### config.mk
export PLATFORM = sky130hd
export DESIGN_NAME = range_ramp_sequencer_flat
export DESIGN_NICKNAME = d
export VERILOG_FILES = /design/src/rtl/range_ramp_sequencer_pkg.sv /design/src/rtl/range_ramp_sequencer_if.sv /design/src/rtl/range_ramp_sequencer_sync_fifo.sv /design/src/rtl/range_ramp_sequencer.sv /design/src/flat_wrapper.sv
export SDC_FILE = /design/constraint.sdc
export NUM_CORES = 1
export LEC_CHECK = 0
export CAP_MARGIN = 20
export CORE_UTILIZATION = 55
export DETAILED_ROUTE_END_ITERATION = 8
export DONT_BUFFER_PORTS = 1
export PLACE_DENSITY_LB_ADDON = 0.1
export SYNTH_ARGS = -nofsm -noshare
export SYNTH_HDL_FRONTEND = slang
export SYNTH_SLANG_ARGS = --single-unit
### constraint.sdc
create_clock -name clk -period 20.5 [get_ports clk]
set_input_delay 6.15 -clock clk [delete_from_list [all_inputs] [get_ports clk]]
set_output_delay 6.15 -clock clk [all_outputs]
set_load 0.005 [all_outputs]
### src/rtl/range_ramp_sequencer_pkg.sv
// range_seq_pkg: shared register map, status/ctrl bit positions, FSM states and the ramp step helper
package range_seq_pkg;
  localparam logic [1:0] ADDR_CMD    = 2'd0;
  localparam logic [1:0] ADDR_STEP   = 2'd1;
  localparam logic [1:0] ADDR_STATUS = 2'd2;
  localparam logic [1:0] ADDR_CTRL   = 2'd3;
  localparam int ST_BUSY   = 0;
  localparam int ST_FULL   = 1;
  localparam int ST_EMPTY  = 2;
  localparam int ST_CNT    = 4;
  localparam int ST_IRQ    = 8;
  localparam int CT_IRQ_EN = 0;
  localparam int CT_FLUSH  = 1;
  typedef enum logic [1:0] {IDLE, LOAD, RAMP, DONE} state_t;
  // one bounded step toward tgt; step 0 jumps, 9-bit distance so the move never overshoots or wraps
  function automatic logic [7:0] ramp_toward(input logic [7:0] cur, input logic [7:0] tgt, input logic [7:0] step);
    logic [8:0] d, m;
    d = tgt >= cur ? {1'b0, tgt} - {1'b0, cur} : {1'b0, cur} - {1'b0, tgt};
    m = (step == 8'd0 || {1'b0, step} > d) ? d : {1'b0, step};
    return tgt >= cur ? cur + m[7:0] : cur - m[7:0];
  endfunction
endpackage

### src/rtl/range_ramp_sequencer_if.sv
// range_ramp_sequencer_if: Avalon-MM bus between the HPS bridge (master) and the sequencer (slave)
// Signals: avs_address[1:0], avs_write, avs_writedata[31:0], avs_read, avs_readdata[31:0], avs_waitrequest
interface range_ramp_sequencer_if;
  logic [1:0]  avs_address;
  logic        avs_write;
  logic [31:0] avs_writedata;
  logic        avs_read;
  logic [31:0] avs_readdata;
  logic        avs_waitrequest;
  modport master (output avs_address, avs_write, avs_writedata, avs_read, input avs_readdata, avs_waitrequest);
  modport slave  (input avs_address, avs_write, avs_writedata, avs_read, output avs_readdata, avs_waitrequest);
endinterface

### src/rtl/range_ramp_sequencer_sync_fifo.sv
// sync_fifo: first-word-fall-through command queue, flush has priority over push/pop
// Ports: clk, reset (sync, active-high); i_push/i_pop/i_flush, i_din -> o_dout head entry;
//        o_full/o_empty/o_count occupancy. Pushes when full and pops when empty are ignored.
module sync_fifo #(
  parameter int WIDTH = 16,
  parameter int DEPTH = 4,
  localparam int AW = $clog2(DEPTH)
) (
  input  logic             clk,
  input  logic             reset,
  input  logic             i_push,
  input  logic             i_pop,
  input  logic             i_flush,
  input  logic [WIDTH-1:0] i_din,
  output logic [WIDTH-1:0] o_dout,
  output logic             o_full,
  output logic             o_empty,
  output logic [AW:0]      o_count
);
  logic [WIDTH-1:0] r_mem [DEPTH];
  logic [AW-1:0] r_wr, r_rd;
  logic [AW:0] r_cnt;
  logic w_push, w_pop;
  assign w_push  = i_push & ~o_full;
  assign w_pop   = i_pop & ~o_empty;
  assign o_dout  = r_mem[r_rd];
  assign o_full  = r_cnt == (AW+1)'(DEPTH);
  assign o_empty = r_cnt == '0;
  assign o_count = r_cnt;
  always_ff @(posedge clk)
    if (w_push) r_mem[r_wr] <= i_din;
  always_ff @(posedge clk) begin
    if (reset || i_flush) begin
      r_wr  <= '0;
      r_rd  <= '0;
      r_cnt <= '0;
    end else begin
      r_wr  <= w_push ? r_wr + AW'(1) : r_wr;
      r_rd  <= w_pop ? r_rd + AW'(1) : r_rd;
      r_cnt <= r_cnt + (AW+1)'(w_push) - (AW+1)'(w_pop);
    end
  end
endmodule

### src/rtl/range_ramp_sequencer.sv
// range_ramp_sequencer: queues HPS target pairs and ramps two 8-bit actuator ranges toward them, one step per tick
// Ports: clk, reset (sync, active-high); avs Avalon-MM slave (0 CMD, 1 STEP, 2 STATUS, 3 CTRL);
//        range1/range2 channel positions; irq = irq_pending & irq_en; busy = FSM active or queue non-empty
module range_ramp_sequencer
  import range_seq_pkg::*;
#(
  parameter int FIFO_DEPTH = 4,
  parameter int TICK_DIV = 50000,
  parameter logic [7:0] DEFAULT_RANGE = 8'h80
) (
  input  logic clk,
  input  logic reset,
  range_ramp_sequencer_if.slave avs,
  output logic [7:0] range1,
  output logic [7:0] range2,
  output logic irq,
  output logic busy
);
  localparam int CW = $clog2(FIFO_DEPTH) + 1;
  localparam int TW = $clog2(TICK_DIV);
  state_t r_state, w_next;
  logic [7:0] r_range1, r_range2, r_tgt1, r_tgt2, r_step;
  logic [TW-1:0] r_tick;
  logic r_irq_en, r_irq_pend, r_rd_done;
  logic [31:0] r_rdata;
  logic w_full, w_empty, w_wr, w_push, w_flush, w_pop, w_tick, w_arrive, w_set_irq, w_clr_irq, w_rd_first;
  logic [CW-1:0] w_count;
  logic [15:0] w_head;
  logic [7:0] w_nr1, w_nr2;
  logic [31:0] w_status, w_rmux;
  // reads stall one cycle for the registered data; CMD writes stall while the queue is full
  assign w_rd_first = avs.avs_read & ~r_rd_done;
  assign avs.avs_waitrequest = w_rd_first | (avs.avs_write & avs.avs_address == ADDR_CMD & w_full);
  assign avs.avs_readdata = r_rdata;
  assign w_wr      = avs.avs_write & ~avs.avs_waitrequest;
  assign w_push    = w_wr & avs.avs_address == ADDR_CMD;
  assign w_flush   = w_wr & avs.avs_address == ADDR_CTRL & avs.avs_writedata[CT_FLUSH];
  assign w_clr_irq = w_wr & avs.avs_address == ADDR_STATUS & avs.avs_writedata[ST_IRQ];
  assign w_pop     = r_state == LOAD;
  assign w_tick    = r_state == RAMP && r_tick == TW'(TICK_DIV - 1);
  assign w_nr1     = ramp_toward(r_range1, r_tgt1, r_step);
  assign w_nr2     = ramp_toward(r_range2, r_tgt2, r_step);
  assign w_arrive  = w_tick & w_nr1 == r_tgt1 & w_nr2 == r_tgt2;
  assign w_set_irq = r_state == DONE & w_empty & ~w_flush;
  assign busy      = r_state != IDLE | ~w_empty;
  assign irq       = r_irq_pend & r_irq_en;
  assign range1    = r_range1;
  assign range2    = r_range2;
  assign w_status  = {23'd0, r_irq_pend, 4'(w_count), 1'b0, w_empty, w_full, busy};
  assign w_rmux    = avs.avs_address == ADDR_STEP ? {24'd0, r_step}
                   : avs.avs_address == ADDR_STATUS ? w_status
                   : avs.avs_address == ADDR_CTRL ? {31'd0, r_irq_en}
                   : 32'd0;
  sync_fifo #(.WIDTH(16), .DEPTH(FIFO_DEPTH)) u_fifo (
    .clk     (clk),
    .reset   (reset),
    .i_push  (w_push),
    .i_pop   (w_pop),
    .i_flush (w_flush),
    .i_din   (avs.avs_writedata[15:0]),
    .o_dout  (w_head),
    .o_full  (w_full),
    .o_empty (w_empty),
    .o_count (w_count)
  );
  always_comb begin
    w_next = w_flush ? IDLE
           : r_state == IDLE ? (w_empty ? IDLE : LOAD)
           : r_state == LOAD ? RAMP
           : r_state == RAMP ? (w_arrive ? DONE : RAMP)
           : IDLE;
  end
  always_ff @(posedge clk)
    r_state <= reset ? IDLE : w_next;
  always_ff @(posedge clk) begin
    if (reset) begin
      r_range1   <= DEFAULT_RANGE;
      r_range2   <= DEFAULT_RANGE;
      r_tgt1     <= DEFAULT_RANGE;
      r_tgt2     <= DEFAULT_RANGE;
      r_step     <= 8'd1;
      r_irq_en   <= 1'b0;
      r_irq_pend <= 1'b0;
      r_tick     <= '0;
      r_rd_done  <= 1'b0;
      r_rdata    <= '0;
    end else begin
      r_rd_done  <= w_rd_first;
      r_rdata    <= w_rd_first ? w_rmux : r_rdata;
      r_step     <= w_wr && avs.avs_address == ADDR_STEP ? avs.avs_writedata[7:0] : r_step;
      r_irq_en   <= w_wr && avs.avs_address == ADDR_CTRL ? avs.avs_writedata[CT_IRQ_EN] : r_irq_en;
      r_irq_pend <= w_set_irq | (r_irq_pend & ~w_clr_irq);
      r_tick     <= r_state == RAMP && !w_tick ? r_tick + TW'(1) : '0;
      // a zero byte keeps that channel's previous target
      if (w_pop && !w_flush) begin
        r_tgt1 <= w_head[7:0] != 8'd0 ? w_head[7:0] : r_tgt1;
        r_tgt2 <= w_head[15:8] != 8'd0 ? w_head[15:8] : r_tgt2;
      end
      if (w_tick && !w_flush) begin
        r_range1 <= w_nr1;
        r_range2 <= w_nr2;
      end
    end
  end
endmodule
### src/flat_wrapper.sv
// flat-port wrapper written by rule: the top's interface ports become plain ports
module range_ramp_sequencer_flat import range_seq_pkg::*;
#(
  parameter int FIFO_DEPTH = 4,
  parameter int TICK_DIV = 50000,
  parameter logic [7:0] DEFAULT_RANGE = 8'h80
)
  (clk, reset, range1, range2, irq, busy, avs_avs_address, avs_avs_write, avs_avs_writedata, avs_avs_read, avs_avs_readdata, avs_avs_waitrequest);
  range_ramp_sequencer_if avs_i ();
  input  logic clk;
  input  logic reset;
  output logic [7:0] range1;
  output logic [7:0] range2;
  output logic irq;
  output logic busy;
  input wire logic [$bits(avs_i.avs_address)-1:0] avs_avs_address;
  input wire logic [$bits(avs_i.avs_write)-1:0] avs_avs_write;
  input wire logic [$bits(avs_i.avs_writedata)-1:0] avs_avs_writedata;
  input wire logic [$bits(avs_i.avs_read)-1:0] avs_avs_read;
  output wire logic [$bits(avs_i.avs_readdata)-1:0] avs_avs_readdata;
  output wire logic [$bits(avs_i.avs_waitrequest)-1:0] avs_avs_waitrequest;
  assign avs_i.avs_address = avs_avs_address;
  assign avs_i.avs_write = avs_avs_write;
  assign avs_i.avs_writedata = avs_avs_writedata;
  assign avs_i.avs_read = avs_avs_read;
  assign avs_avs_readdata = avs_i.avs_readdata;
  assign avs_avs_waitrequest = avs_i.avs_waitrequest;
  range_ramp_sequencer #(.FIFO_DEPTH(FIFO_DEPTH), .TICK_DIV(TICK_DIV), .DEFAULT_RANGE(DEFAULT_RANGE)) u_core (.clk(clk), .reset(reset), .avs(avs_i), .range1(range1), .range2(range2), .irq(irq), .busy(busy));
endmodule
After elaboration in Yosys (flattened, before gate mapping)
Memories as Yosys holds them, arrays and structs flattened. A register that Yosys moved wholly into a read port is not among the register bits.
Cells that the tools add are included.
{ "word_totals": {"regBits": 100, "ramBits": 64, "out_inout_bits": 51, "elab_cells": 109, "n_memories": 1} }
{ "classes": {"add_sub_neg": 13, "order_cmp": 4, "eq_ne": 10, "n_mux": 18, "bitwise": 27, "reduce_logical": 22} }
{ "mem_list": {"columns": ["memory", "depth", "word_bits", "read_ports", "rd_ports_with_merged_regs", "write_ports", "line_no", "source"], "rows": [
  ["u_core.u_fifo.r_mem", 4, 16, 1, 1, 1, "range_ramp_sequencer_sync_fifo.sv:20", "logic [WIDTH-1:0] r_mem [DEPTH];"]
]} }
{ "ops": {"columns": ["operator", "count"], "rows": [
  ["32-bit two-way mux", 2],
  ["8-bit by 8-bit subtractor with 9-bit output", 4],
  ["8-bit two-way mux", 4],
  ["8-bit by 9-bit > comparator with 1-bit output", 2],
  ["9-bit two-way mux", 2],
  ["1-bit AND", 17],
  ["16-bit by 1-bit adder with 16-bit output, second input constant", 1],
  ["8-bit adder", 2],
  ["16-bit == test, second input constant", 1],
  ["8-bit == test", 2],
  ["8-bit >= comparator", 2],
  ["8-bit nonzero test", 2],
  ["8-bit subtractor", 2],
  ["2-bit two-way mux", 5],
  ["2-bit == test, second input constant", 4],
  ["8-bit logical NOT", 1],
  ["1-bit NOT", 7],
  ["1-bit logical AND", 6],
  ["1-bit two-way mux", 5],
  ["2-bit by 1-bit adder with 2-bit output, second input constant", 2],
  ["2-bit by 1-bit == test with 1-bit output, second input constant", 2],
  ["2-bit logical NOT", 2],
  ["2-bit AND reduction", 2],
  ["2-bit OR reduction", 2],
  ["other kinds (8)", 13]
]} }

Logic depth before layout (Yosys ltp)
Gate-level depths: netlist (run 1).
{ "logic_depth": {"ltp_word": 14, "mapped_depth": 33, "ltp_nobuf": 31} }

Cells and area by module
Synthesis (run 1) repeated with hierarchy kept, for this count alone.
{ "hier_totals": {"hier_cells": 940, "area_unflattened_um2": 9231.4} }
{ "by_module_without_submodules": {"columns": ["module", "n_inst", "cells_per_inst", "area_each_um2", "seq_area_each_um2"], "rows": [
  ["range_ramp_sequencer", 1, 806, 6438.7, 1401.3],
  ["sync_fifo", 1, 134, 2792.7, 2102.0]
]} }

Least setup slack after synthesis (run 1)
No wires, ideal clock.
{ "synth_path": {"kind": "input to output", "from": "input port avs_avs_read", "to": "output port avs_avs_waitrequest", "arrival_time_ns": 6.613, "t_required_ns": 14.350, "path_slack_ns": 7.737, "path_stages": 3, "path_buffers": 1, "path_cell_list": "nand2b_1 -> clkbuf_1 -> nand2_1"} }
{ "synth_between": {"elab_chain_cells": 2} }
{ "synth_rtl": {"columns": ["item", "line_no", "source"], "rows": [
  ["from (decl)", "flat_wrapper.sv:19", "input wire logic [$bits(avs_i.avs_read)-1:0] avs_avs_read;"],
  ["1-bit AND", "range_ramp_sequencer.sv:32", "assign w_rd_first = avs.avs_read & ~r_rd_done;"],
  ["1-bit OR", "range_ramp_sequencer.sv:33", "assign avs.avs_waitrequest = w_rd_first | (avs.avs_write & avs.avs_address == ADDR_CMD & w_full);"],
  ["to (decl)", "flat_wrapper.sv:21", "output wire logic [$bits(avs_i.avs_waitrequest)-1:0] avs_avs_waitrequest;"]
]} }
Every way passes these cells.

Final worst setup path (run 1)
Ends and elaborated chain as after synthesis.

==> results.txt, run 1 <==
- Final count of pins violating max slew: 0
- After detailed routing, the average wire length per cell comes to 19.45 um.
- Final-layout setup total negative slack: 0 ns
* Hold Crit Endpoint: u_core.r_tick[0]
- The clock arrives with 0.01623 ns of skew.
- Root Buffer Master: clkbuf_16
* End of the worst register-to-register path: u_core.r_state[0]
- Number of remaining DRC errors: 0
- Net switching is 32.60% of the power.
* Maximum number of pins on one net before global-route repair: 51
- Hold Crit Depth: 1
* Hold Crit Start: u_core.r_tick[0]
- The die covers 17030 um2.
- Chip Width: 130.5 um
- After filler insertion, the fill cell instance count of the layout stands at 1353.
- Maximum VDD drop: 0.1003 mV
- The worst pin sits at a relative slew slack of 34.70%.
* Vias in the first global route: 6505
* Detailed-routed wire length on met3: 1.253 mm
* Number of synthesized register bits: 143
* Kind of end point of the critical path: output port
- Starting DRT DRC Count: 537
* Setup violation total in the final timing report: 0
* Setup CP Type: in2out
- Power spread over the standard cell area amounts to 81.71 nW/um2.
- In the synthesized netlist the async set-or-reset flop fraction comes to 0%.
- After detailed placement, the design holds a cell count of 1103.
* Post-CTS setup buffer count: 0
* Longest Clk Path Bufs: 2
- First-pass iteration count of the detailed router: 5
- Die Y-Extent: 130.5 um
- Static Leak: 0.003792 uW
* First-pass GRT wire length: 34.33 mm
* Netlist area before placement: 9080 um2
* Number of standard cells in the final layout excluding fillers: 1136
- TritonCTS built the clock tree.
- Number of top-level pins: 89
- Dividing the synthesized area by the synthesized cell count gives 9.870 um2.
* Result of the run: finished clean
* Post-synthesis cell type count: 78
- Met2 routed WL: 11.04 mm
* Met1 Routed Length: 9.456 mm
- The largest single stage delay on the critical path is 0.38 ns.
- Sequential share of the synthesized area: 38.58%
- Total number of vias: 6598
- The routed design has 22.10 mm of wire.
- CTS Hold Buffers Added: 0
- The final critical path takes up 62.53% of the cycle.
* Number of nets at the end of the flow: 1025
* Uppermost routed layer: met4
- Worst min path class: reg2reg
* Number of flops mapped to enable cells by yosys: 64
- Final HPWL from detailed placement: 16.31 mm
* Layout Utilization: 60.98%
* Achievable frequency: 78.01 MHz
- Transition time at the pin with the least slew margin: 0.9795 ns
- Starting Density: 56.75%
- TritonCTS created 17 clock buffers.
- The slowest stage of the critical path belongs to the cell nand2b_1.
- Setup repair after global routing missed its margin: false
- The post-route netlist has 8.478% of its cells at a drive strength greater than 1.
- The floorplan step defined a core boundary enclosing 16000 um2.
- Worst-path cell chain: nand2b_1 -> nand2_1
- In this run the worst path has a maximum fanout of 13.
- In this run, post-CTS repair resized a total of 0 instances.
- Clock-pin slew was measured on the worst setup and hold paths at 0.07 ns.
- Buffers on Ports: 0
- Floorplan row count: 46
* Num Clock Sinks: 143
* Startpoint of the most critical register-to-register path: u_core.range2[1]
- NetSw: 259.9 uW
- The count of final hold-check violations came to 0.
- Across all hold checks on the routed design, the worst slack comes to 0.4533 ns.
- In the synthesized netlist, the number of instances is 920.
* Number of warnings printed during yosys synthesis: 0
- Summed over all layers, the global routing overflow is 0.
- STA puts the critical path data arrival time at 6.67 ns.
- The internal power of the cells totals 537.3 uW.
* Comb power frac: 22.7%
* Cell family with the largest share of critical-path delay: simple AND/OR/NAND/NOR gates
- H-tree depth: 4
- With fillers left out, the area of the finished cells amounts to 9757 um2.
- Minimum clock period after layout: 12.82 ns
* Total inserted antenna cells: 0
- Layout overhead on the synthesized area: 7.455%
- Kind of launch point of the worst setup path: input port
- Required time of the critical path: 14.35 ns
- Share of total power in the clock network: 39.0%
- The later pin in the worst-skew pair is clocked with a latency of 0.43 ns.
- Across the run, the number of max-cap violations was 0.
* Top_reg_cell synth: dfxtp_1
* Antenna violations before repair: 0
- Worst path buffer plus inverter count: 0
* Proportion of power drawn by flip-flops and latches: 38.3%
- Placed cell area: 9120 um2
- In the routed layout, each cell is associated on average with a via count of 5.808.
- Final ANT Viol Nets: 0
- For flop-to-flop paths, the worst setup slack is 12.53 ns.
- The number of cells on the worst reg-to-reg path is 30.
- In the global route stage, overall resource usage came out at 27.10%.
* GP Congestion: 0.9103
==> routing by layer <==
metal | global-route usage [%] | vias to the layer above
met5 | 0 | -
met4 | 8.046 | 0
met3 | 6.270 | 21
met2 | 46.47 | 187
met1 | 34.05 | 3199
li1 | - | 3191
==> cell families after synthesis <==
logic type               synth area share (%)
AO/OA/AOI/OAI                           12.97
XOR/XNOR                                7.675
adder cells (fa/ha/maj)                 11.73
buffers and inverters                   6.339
flip-flops                              38.58
multiplexers                            8.061
other                                 0.04130
AND/OR/NAND/NOR                         14.61
==> stage by stage <==
| stage | worst slack [ns] | power, uW |
|---|---|---|
| finish | 7.681 | 797.2 |
| floorplan | 7.737 | 454.1 |
| detailed placement | 7.676 | 488.9 |
| global route | 7.599 | 829.9 |
| CTS | 7.676 | 799.8 |
| global placement | 7.690 | 484.9 |
==> synthesized netlist by cell type (all sizes together) (15+ instances only) <==
cell type / number / share of area, %
o21ai: 23 / 1.4
xnor2: 48 / 4.6
mux2i: 36 / 4.0
xor2: 29 / 2.8
a21oi: 61 / 3.5
nand3: 25 / 1.4
edfxtp: 64 / 21
nor2b: 15 / 1.0
nor3: 18 / 0.99
dfxtp: 79 / 17
inv: 66 / 2.7
mux4: 16 / 4.0
buf: 33 / 2.6
clkbuf: 24 / 0.99
nor2: 78 / 3.2
nand2: 71 / 3.0
ha: 73 / 10
==> placed cells by master (no fill, tap or decap), types with 18 or more instances in the layout <==
| cell type | instances |
|---|---|
| edfxtp_1 | 64 |
| a21oi_1 | 60 |
| o21ai_0 | 21 |
| dfxtp_1 | 79 |
| nor2_1 | 78 |
| nand2_1 | 70 |
| ha_1 | 73 |
| conb_1 | 23 |
| nand3_1 | 24 |
| inv_1 | 66 |
| xor2_1 | 29 |
| xnor2_1 | 48 |
| nor3_1 | 18 |
| mux2i_1 | 36 |
==> how the worst max path moves through the flow <==
stage                       startpoint             endpoint  slack [ns]  cells after the start
after floorplan           avs_avs_read  avs_avs_waitrequest        7.74                      3
after global placement    avs_avs_read  avs_avs_waitrequest        7.69                      2
after detailed placement  avs_avs_read  avs_avs_waitrequest        7.68                      2
after CTS                 avs_avs_read  avs_avs_waitrequest        7.68                      2
after global routing      avs_avs_read  avs_avs_waitrequest        7.60                      2
final                     avs_avs_read  avs_avs_waitrequest        7.68                      2
==> layout make-up <==
cell class                      instances  area [um2]  area share, %
Multi-Input combinational cell        676        5084          52.10
Sequential cell                       143        3503          35.91
Clock buffer                           17       425.4          4.360
Tap cell                              216       270.3          2.770
Inverter                               66       247.7          2.539
Clock inverter                         15       183.9          1.885
Timing Repair Buffer                    3       42.54         0.4360
==> sequential cells by signal, summed over array words and instances (netlist names), named ones only <==
name                     count
u_core.range2                8
u_core.r_irq_pend            1
u_core.r_tick               16
u_core.u_fifo.r_rd           2
u_core.u_fifo.r_wr           2
u_core.range1                8
u_core.r_step                8
u_core.r_irq_en              1
u_core.u_fifo.o_count        3
u_core.r_rd_done             1
u_core.r_state               2
u_core.r_tgt2                8
u_core.u_fifo.r_mem         64
u_core.r_tgt1                8
u_core.avs.avs_readdata      9
==> power by group through the flow <==
| stage | registers, uW | clock network (uW) | logic, uW |
|---|---|---|---|
| 5_1_grt | 306 | 326 | 198 |
| 2_1_floorplan | 310 | 0 | 144 |
| 3_5_place_dp | 312 | 0 | 177 |
| 4_1_cts | 306 | 316 | 179 |
| 3_3_place_gp | 312 | 0 | 173 |
| 6_report | 305 | 311 | 181 |
No activity file was read; power rests on OpenSTA's default activity.
==> inputs of run 2 (changes only) <==
==> constraint.sdc (replaced) <==
create_clock -name clk -period 11.19 [get_ports clk]
set_input_delay 3.357 -clock clk [delete_from_list [all_inputs] [get_ports clk]]
set_output_delay 3.357 -clock clk [all_outputs]
set_load 0.005 [all_outputs]
==> results.txt, run 2 (same netlist as run 1, synthesis figures left out) <==
- Result of the run: finished clean
* Cell family with the largest share of critical-path delay: compound AO/OA/AOI/OAI gates
* Vias in the first global route: 6480 (-0.38%)
- Setup repair after global routing missed its margin: false
* Total number of vias: 6635 (+0.56%)
- The data arrival time of the worst path is 8.21 ns (+1.54 ns).
* Antenna violations before repair: 0 (unchanged)
* TritonCTS Buffers: 17 (unchanged)
* Layout fillers: 1332 (-1.6%)
- Worst setup path endpoint: u_core.r_state[0]
- The die boundary height is 130.5 um (unchanged).
- Achievable frequency: 126.6 MHz
- Final count of pins violating max slew: 0 (unchanged)
- First-pass iteration count of the detailed router: 5 (unchanged)
* Required time of the critical path: 11.50 ns (-2.85 ns)
- Worst rel slew slack: 31.89% (-2.8 points)
- Buffers on Ports: 0 (unchanged)
- CTS Hold Buffers Added: 0 (unchanged)
- Longest Clk Path Bufs: 2 (unchanged)
- First-pass GRT wire length: 33.79 mm (-1.6%)
* Critical path fanouts, max: 18 (+5)
- H-tree depth: 4 (unchanged)
- The worst clock skew is 0.007352 ns (-0.008874 ns).
- The area growth from synthesis to layout is 7.937%.
- The path class of the tightest hold or removal check is reg2reg.
- Layout Utilization: 61.25% (+0.27 points)
- Num Clock Sinks: 143 (unchanged)
- The global-route total usage across every layer came to 26.80% (-0.31 points).
- GP Congestion: 0.8971 (-1.5%)
- The width of the chip is 130.5 um (unchanged).
* Starting DRT DRC Count: 490 (-8.8%)
* Post-CTS Resized: 0 (unchanged)
- Crit path top cell by count: xnor2_1
* Top library cells by usage in the layout, fill and taps aside: dfxtp_1, nor2_1, ha_1
* Total inserted antenna cells: 0 (unchanged)
- In this run the critical register-to-register path is captured at u_core.r_state[0].
* Depth of the worst register-to-register path: 30 (unchanged)
- Number of remaining DRC errors: 0 (unchanged)
- Placeable core region: 16000 um2 (unchanged)
* Average via count per standard cell: 5.841 (+0.56%)
- The power density over the cells was 154.3 nW/um2 (+89%).
- Final HPWL from detailed placement: 15.92 mm (-2.4%)
- The routed wire length per instance is 19.01 um (-2.2%).
* First element of the critical path: u_core.range2[1]
- Leading cell type in the layout, fill and taps excluded: dfxtp_1
- The number of cells on the critical path was 30 (+28).
* R2R setup slack: 3.29 ns (-9.24 ns)
- For the finished layout, the period the worst path requires is 7.901 ns.
- The total overflow reported by the global router is 0 (unchanged).
- The I/O pin count came to 89 (unchanged).
- In the finished design, the share of the clock period the worst path needs comes to 70.61%.
- The clock-pin slew on the worst setup and hold paths was 0.06 ns (about the same).
- The setup path with the least slack is of type reg2reg.
* Clock tree from TritonCTS: yes
* Floorplan row count: 46 (unchanged)
- The layout cell share with drive strength beyond 1 is 8.370% (-0.11 points).
- Starting Density: 56.75% (unchanged)
- Hold Vio Cnt, Final: 0 (unchanged)
- On the critical path, the stage with the largest delay is an instance of o21ai_0.
- The number of setup buffers added after CTS is 0 (unchanged).
* Startpoint of the most critical register-to-register path: u_core.range2[1]
* FF+latch area: 3503 um2 (unchanged)
* Detailed-routed wire length on met3: 1.413 mm (+13%)
* Register bank with the most flops: u_core.u_fifo.r_mem
- Setup violation total in the final timing report: 0 (unchanged)
- STA classifies the critical path startpoint as a flop.
* Final-layout setup total negative slack: 0 ns (unchanged)
- Final ANT Viol Nets: 0 (unchanged)
- Number of nets at the end of the flow: 1025 (unchanged)
- The number of flip-flops in the largest register is 64 (unchanged).
- The full die area is 17030 um2 (unchanged).
- Transition time at the pin with the least slew margin: 1.018 ns (+0.03843 ns)
- The leakage power was 0.003810 uW (+0.48%).
* Uppermost routed layer: met4
* Kind of end point of the critical path: flop
* Met2 routed WL: 10.53 mm (-4.6%)
* Met1 Routed Length: 9.088 mm (-3.9%)
- The total area of multi-input combinational cells is 5084 um2 (unchanged).
- Worst path buffer plus inverter count: 1 (+1)
- Clock latency at the later pin of the worst-skew pair: 0.42 ns (about the same)
- Maximum Capacitance Violations: 0 (unchanged)
* Root Buffer Master: clkbuf_16
- The delay of the slowest cell on the worst path came to 0.69 ns (+0.31 ns).
- Routed WL: 21.60 mm (-2.2%)
* Maximum VDD drop: 0.1095 mV (+9.2%)
- The pin count of the biggest net entering global routing was 51 (unchanged).
-- run 2: worst register-to-register path: cells and delay by family, from the launching register on --
family	cells	cell delay (ns)
buf+inv	1	0.18
flops	1	0.47
compound gates	16	4.07
fa+ha+maj	4	1.30
simple gates	4	0.83
xor+xnor	5	0.95
-- run 2: how the worst min path moves through the flow --
stage                           startpoint               end  slack (ns)  cells past startpoint
after global routing      u_core.r_tick[0]  u_core.r_tick[0]        0.47                      1
after floorplan           u_core.r_tick[0]  u_core.r_tick[0]        0.42                      1
after CTS                 u_core.r_tick[0]  u_core.r_tick[0]        0.46                      1
final                     u_core.r_tick[0]  u_core.r_tick[0]        0.45                      1
after global placement    u_core.r_tick[0]  u_core.r_tick[0]        0.43                      1
after detailed placement  u_core.r_tick[0]  u_core.r_tick[0]        0.45                      1
-- run 2: routing by layer --
metal	up-vias	GRT usage, %
li1	3187	-
met1	3179	32.37
met2	220	45.53
met3	49	6.555
met4	0	11.56
met5	-	0
-- run 2: stage by stage --
step | hold slack [ns] | power (uW) | setup WS, ns | std cells | area, um2
after CTS | 0.4586 | 1519 | 3.339 | 1136 | 9801
after detailed placement | 0.4484 | 893.4 | 3.425 | 1104 | 9148
final | 0.4536 | 1513 | 3.289 | 1136 | 9801
after floorplan | 0.4175 | 831.9 | 4.013 | 942 | 9163
after global placement | 0.4277 | 886.9 | 3.582 | 1103 | 9120
after global routing | 0.4712 | 1577 | 2.640 | 1136 | 9801
-- run 2: area by class of cell --
class                      count  share of cell area [%]
sequential                   143                   35.75
clock buffer                  18                   4.379
multi-input combinational    676                   51.87
clock inverter                14                   2.285
inverter                      66                   2.528
tap                          216                   2.758
timing repair buffer           3                  0.4341
-- run 2: power by group --
| group | internal [uW] | switching (uW) |
|---|---|---|
| logic | 128 | 199 |
| clock network | 383 | 242 |
| registers | 552 | 7.94 |
| total | 1060 | 449 |
==> inputs of run 3 (changes only) <==
==> constraint.sdc (replaced) <==
create_clock -name clk -period 7.3 [get_ports clk]
set_input_delay 2.19 -clock clk [delete_from_list [all_inputs] [get_ports clk]]
set_output_delay 2.19 -clock clk [all_outputs]
set_load 0.005 [all_outputs]
==> results.txt, run 3 (same netlist as run 1, synthesis figures left out) <==
- The count of final hold-check violations is 0 (unchanged).
* Maximum number of pins on one net before global-route repair: 51 (unchanged)
- The CTS sink count came to 143 (unchanged).
* Setup WS pre-CTS: 0.1463 ns (-3.279 ns)
- Buffers on Ports: 0 (unchanged)
- The tightest min-delay check is of the reg2reg type.
* All-Layer GR Usage: 27.03% (+0.24 points)
- Number of flip-flops in the largest register: 64 (unchanged)
- Antenna violations before repair: 0 (unchanged)
- Minimum clock period after layout: 6.849 ns (-1.052 ns)
- Die Y-Extent: 130.5 um (unchanged)
- Achievable frequency: 146.0 MHz (+15%)
* Average via count per standard cell: 5.855 (+0.24%)
* Setup violation total in the final timing report: 0 (unchanged)
- Clock tree synthesis selected as its root buffer the cell clkbuf_16.
* Routed WL: 22.37 mm (+3.5%)
* Starting DRT DRC Count: 446 (-9.0%)
- The full die area came to 17030 um2 (unchanged).
- H-tree depth: 4 (unchanged)
* Kind of launch point of the worst setup path: flop
- The number of routed nets with antenna violations was 0 (unchanged).
* Number of nets at the end of the flow: 1053 (+2.7%)
- Clock-pin slew on the worst setup and hold paths: 0.07 ns (about the same)
* Clock tree from TritonCTS: yes
- The worst clock skew was 0.01185 ns (+0.004502 ns).
* CTS Hold Buffers Added: 0 (unchanged)
- Floorplan row count: 46 (unchanged)
- First-pass iteration count of the detailed router: 6 (+1)
- The initial core utilization is 56.75% (unchanged).
* First-pass GRT wire length: 34.14 mm (+1.0%)
- Kind of end point of the critical path: flop
- The normalized max-slew margin is 33.02% (+1.1 points).
* Chip Width: 130.5 um (unchanged)
- The cell depth of the worst hold path came to 1 (unchanged).
* Final-layout setup total negative slack: 0 ns (unchanged)
- Areal power density over the cells: 227.3 nW/um2 (+47%)
- Maximum VDD drop: 0.1751 mV (+60%)
* Total number of vias: 6815 (+2.7%)
- Top library cells by usage in the layout, fill and taps aside: nor2_1, dfxtp_1, ha_1
- Ratio of final minimum period to clock period: 93.83% (+23 points)
* Fraction of layout cells with a size suffix above 1: 12.45% (+4.1 points)
* Arr. time, crit path: 7.18 ns (-1.03 ns)
- The register with the most flip-flops in the final layout is u_core.u_fifo.r_mem.
- Clock latency at the later pin of the worst-skew pair: 0.43 ns (about the same)
- The routed wire length per instance is 19.21 um (+1.0%).
- The flow ran to the end, and the final reports show no timing, DRC or antenna violations.
- Total inserted antenna cells: 0 (unchanged)
* Master of the slowest instance on the critical path: or4b_1
* Transition time at the pin with the least slew margin: 1.005 ns (-0.01321 ns)
- The worst setup margin came to 0.4506 ns (-2.838 ns).
- Placeable core region: 16000 um2 (unchanged)
- Fin area: 10020 um2 (+2.2%)
- Critical path's largest stage delay: 0.54 ns (-0.15 ns)
- Required time of the critical path: 7.63 ns (-3.87 ns)
* Global route total overflow: 0 (unchanged)
- The I/O pin count is 89 (unchanged).
- The residual DRC count came to 0 (unchanged).
- Longest Clk Path Bufs: 2 (unchanged)
* TritonCTS Buffers: 17 (unchanged)
- The cell count of the worst reg-to-reg path is 33 (+10%).
* Vias in the first global route: 6575 (+1.5%)
- Leaving out fill and tap cells, the most frequent cell in the layout is nor2_1.
- The routability congestion estimate from global placement is 0.9574 (+6.7%).
- Placed cell area: 9328 um2 (+2.0%)
- The HPWL after detailed placement came to 16.68 mm (+4.8%).
- Static Leak: 0.003936 uW (+3.3%)
- Compared with the post-synthesis result, the final layout area differs by 10.32%.
- The setup path with the least slack is of type reg2reg.
* Final count of pins violating max slew: 0 (unchanged)
- The critical-path maximum fanout came to 5 (-13).
- Maximum Capacitance Violations: 0 (unchanged)
-- run 3: cell count changes in the layout (fill, tap and decap cells not counted), moves of 2 or more --
cell and change:
inv_6 +2, a21oi_1 -2, buf_4 +28, bufinv_16 -3, dfxtp_2 +4, dfxtp_1 -4
-- run 3: per-layer routing --
layer  wire (um)  vias to the layer above  global-route usage, %
met5           0                        -                      0
met4         555                        0                  10.75
met3        1361                       44                  6.270
met2       11010                      235                  45.78
met1        9437                     3296                  33.34
li1            -                     3240                      -
-- run 3: layout make-up --
class / count / area [um2]
clock inverters: 15 / 171.4
inverters: 66 / 247.7
fillers: 1363 / 5983
clock buffers: 17 / 425.4
well taps: 216 / 270.3
repair buffers: 31 / 252.7
multi-input cells: 676 / 5141
flip-flops and latches: 143 / 3508
-- run 3: per-stage QoR --
step / total power [uW] / hold WS, ns / utilization [%] / instances
final: 2277 / 0.4572 / 62.61 / 1164
after global routing: 2370 / 0.4662 / 62.61 / 1164
after CTS: 2271 / 0.4596 / 62.03 / 1160
after detailed placement: 1396 / 0.4461 / 58.30 / 1128
after global placement: 1382 / 0.4285 / 58.12 / 1127
after floorplan: 1275 / 0.4175 / - / 942
-- run 3: critical path, delay by kind of cell, from the launching register on --
kind,cells,cell delay (ns)
compound gates,17,2.78
fa+ha+maj,4,1.22
xor+xnor,5,0.90
simple gates,3,0.83
buf+inv,3,0.42
flops,1,0.34
mux,1,0.25
-- run 3: worst paths after layout --
path	slack, ns	from	to
worst min-delay path	0.46	u_core.r_tick[0]	u_core.r_tick[0]
worst min register to register	0.46	u_core.r_tick[0]	u_core.r_tick[0]
worst max register to register	0.45	u_core.range2[1]	u_core.r_state[0]
worst max-delay path	0.45	u_core.range2[1]	u_core.r_state[0]
-- run 3: where the power goes --
group          switching [uW]  internal [uW]  leakage, uW
registers                11.9            846      0.00122
logic                     320            222      0.00243
clock network             388            488     0.000290
total                     721           1560      0.00394
-- run 3: timing repair --
| action | CTS | global route |
|---|---|---|
| setup endpoints to repair | 0 | 2 |
| gates resized for setup | 0 | 17 |
| buffers inserted | 0 | 4 |
| endpoints found under the hold margin | 0 | 0 |
==> RTL edit: new RTL, config.mk and constraints of run 3 <==
`FIFO_DEPTH` is set to 4 in 2 places; all go to 8.
--- a/src/rtl/range_ramp_sequencer.sv
+++ b/src/rtl/range_ramp_sequencer.sv
@@ -4,7 +4,7 @@
 module range_ramp_sequencer
   import range_seq_pkg::*;
 #(
-  parameter int FIFO_DEPTH = 4,
+  parameter int FIFO_DEPTH = 8,
   parameter int TICK_DIV = 50000,
   parameter logic [7:0] DEFAULT_RANGE = 8'h80
 ) (
--- a/src/flat_wrapper.sv
+++ b/src/flat_wrapper.sv
@@ -1,7 +1,7 @@
 // flat-port wrapper written by rule: the top's interface ports become plain ports
 module range_ramp_sequencer_flat import range_seq_pkg::*;
 #(
-  parameter int FIFO_DEPTH = 4,
+  parameter int FIFO_DEPTH = 8,
   parameter int TICK_DIV = 50000,
   parameter logic [7:0] DEFAULT_RANGE = 8'h80
 )
Check against the original RTL: not equivalent (Yosys sat finds a counterexample within 10 cycles, from zero or initial values and one cycle with reset high).
==> RTL edit against run 3 <==
  * The run now ends with setup timing left
  * Design area grew 42%
  * Area after synthesis is 30% higher
  * Sequential cell count increased by 68
  * Critical path type unchanged
  * Combinational power rose to 7.3 times the old value
  * Clock power increased by 29%
  * Wire length grew 26%
  * Utilization grew 5.1 points
  * Sequential power increased by 57%
  * Total power increased to 2.8 times the old value
  * Setup slack worse by 0.46 ns
==> RTL edit: results (changes against run 3) <==
- CTS Buf Count: 24 (+7)
- Crit Path Max Fanout: 4 (-1)
- Met3 GRT Util: 0.0368 (-0.0259)
- Worst setup margin: -0.00820 ns (-0.459 ns)
- Final nets: 1344 (+28%)
- Synth Area in Adders: 0.0923 (-0.0250)
- Htree depth: 1 (-3)
- Metal2 WL: 14300 um (+29%)
- Max FFs per register: 128 (+100%)
- R2r worst-path depth: 37 (+12%)
- Status: finished, violations left
- Number of synthesized register bits: 211 (+48%)
- Dpl ws: -0.308 ns (-0.455 ns)
- Gr usage total: 0.261 (-0.00957)
- Vias: 8506 (+25%)
- Flip-flop and latch area: 5520 um2 (+57%)
- Non-CTS inverters: 80 (+21%)
- Drt first pass iters: 5 (-1)
- CLK BUF: 30 (+13)
- Prevailing post-synth register cell: edfxtp_1
- Compound-gate portion of the synthesized area: 0.113 (-0.0168)
- CTS resizes: 21 (+21)
- 1st-iter DRT viols: 426 (-4.5%)
- Fraction of area in multi-input gates: 0.434 (-0.0796)
- Setup crit start: u_core.range2[4]
- Setup violators final: 1 (+1)
- Peak VDD IR: 0.217 mV (+24%)
- EDFF count, synth: 128 (+100%)
- Multi-In Gates: 754 (+12%)
- Share of cells above drive strength 1: 0.249 (+0.125)
- GRT met1 Usage: 0.333 (-0.000358)
- NonClk Buf Share: 0.0814 (+0.0562)
- Met3 WL: 1100 um (-19%)
- Failing checks: setup timing
- Slowest CP cell: fa_1
- Largest net degree at the start of global routing: 56 (+9.8%)
- Fill count: 1589 (+17%)
- Clk cell area share: 0.0521 (-0.00749)
- First-pass GRT wire length: 44300 um (+30%)
- Post-Route WL: 28300 um (+26%)
- Pleak: 5.50 nW (+40%)
- Slew margin rel.: 0.444 (+0.114)
- CTS Buffer Depth: 3 (+1)
- Skew-Pair Late Insertion Delay: 0.53 ns (+0.10 ns)
- Setup Skew: 0.0151 ns (+0.00329 ns)
- XOR/XNOR Fraction of Synth Area: 0.0568 (-0.0199)
- Count of non-CTS buffers in the layout: 152 (+390%)
- GRT met2 Usage: 0.457 (-0.000585)
- Post-synth cell types: 73 (-6.4%)
- Synth area leaders: edfxtp_1, dfxtp_1, ha_1
RTL edit: cell types whose count changed in the layout (fill, tap and decap cells not counted), moves of 9 or more:
cell and delta:
mux4_2 +16, nor2_1 +57, inv_1 +9, xnor2_1 -12, edfxtp_1 +64, a21oi_1 +13
buf_4 +118, nand4_1 +14, ha_4 +9, nand2_1 -29, and3_1 -9
RTL edit: stage by stage:
stage / setup TNS, ns / instance area, um2 / instances / hold slack [ns]
after floorplan: 0 / 11900 / 1105 / 0.413
after global placement: -0.316 / 12900 / 1450 / 0.428
after detailed placement: -0.308 / 12900 / 1450 / 0.436
after CTS: 0 / 13900 / 1507 / 0.450
after global routing: -0.333 / 14200 / 1514 / 0.474
final: -0.00820 / 14200 / 1514 / 0.443
RTL edit: where the power goes:
group	internal, mW	switching [mW]	total [mW]	leakage [nW]
Combinational	1.96	1.98	3.94	3.32
Sequential	1.31	0.0435	1.35	1.83
Clock	0.646	0.481	1.13	0.357
Total	3.92	2.51	6.42	5.50
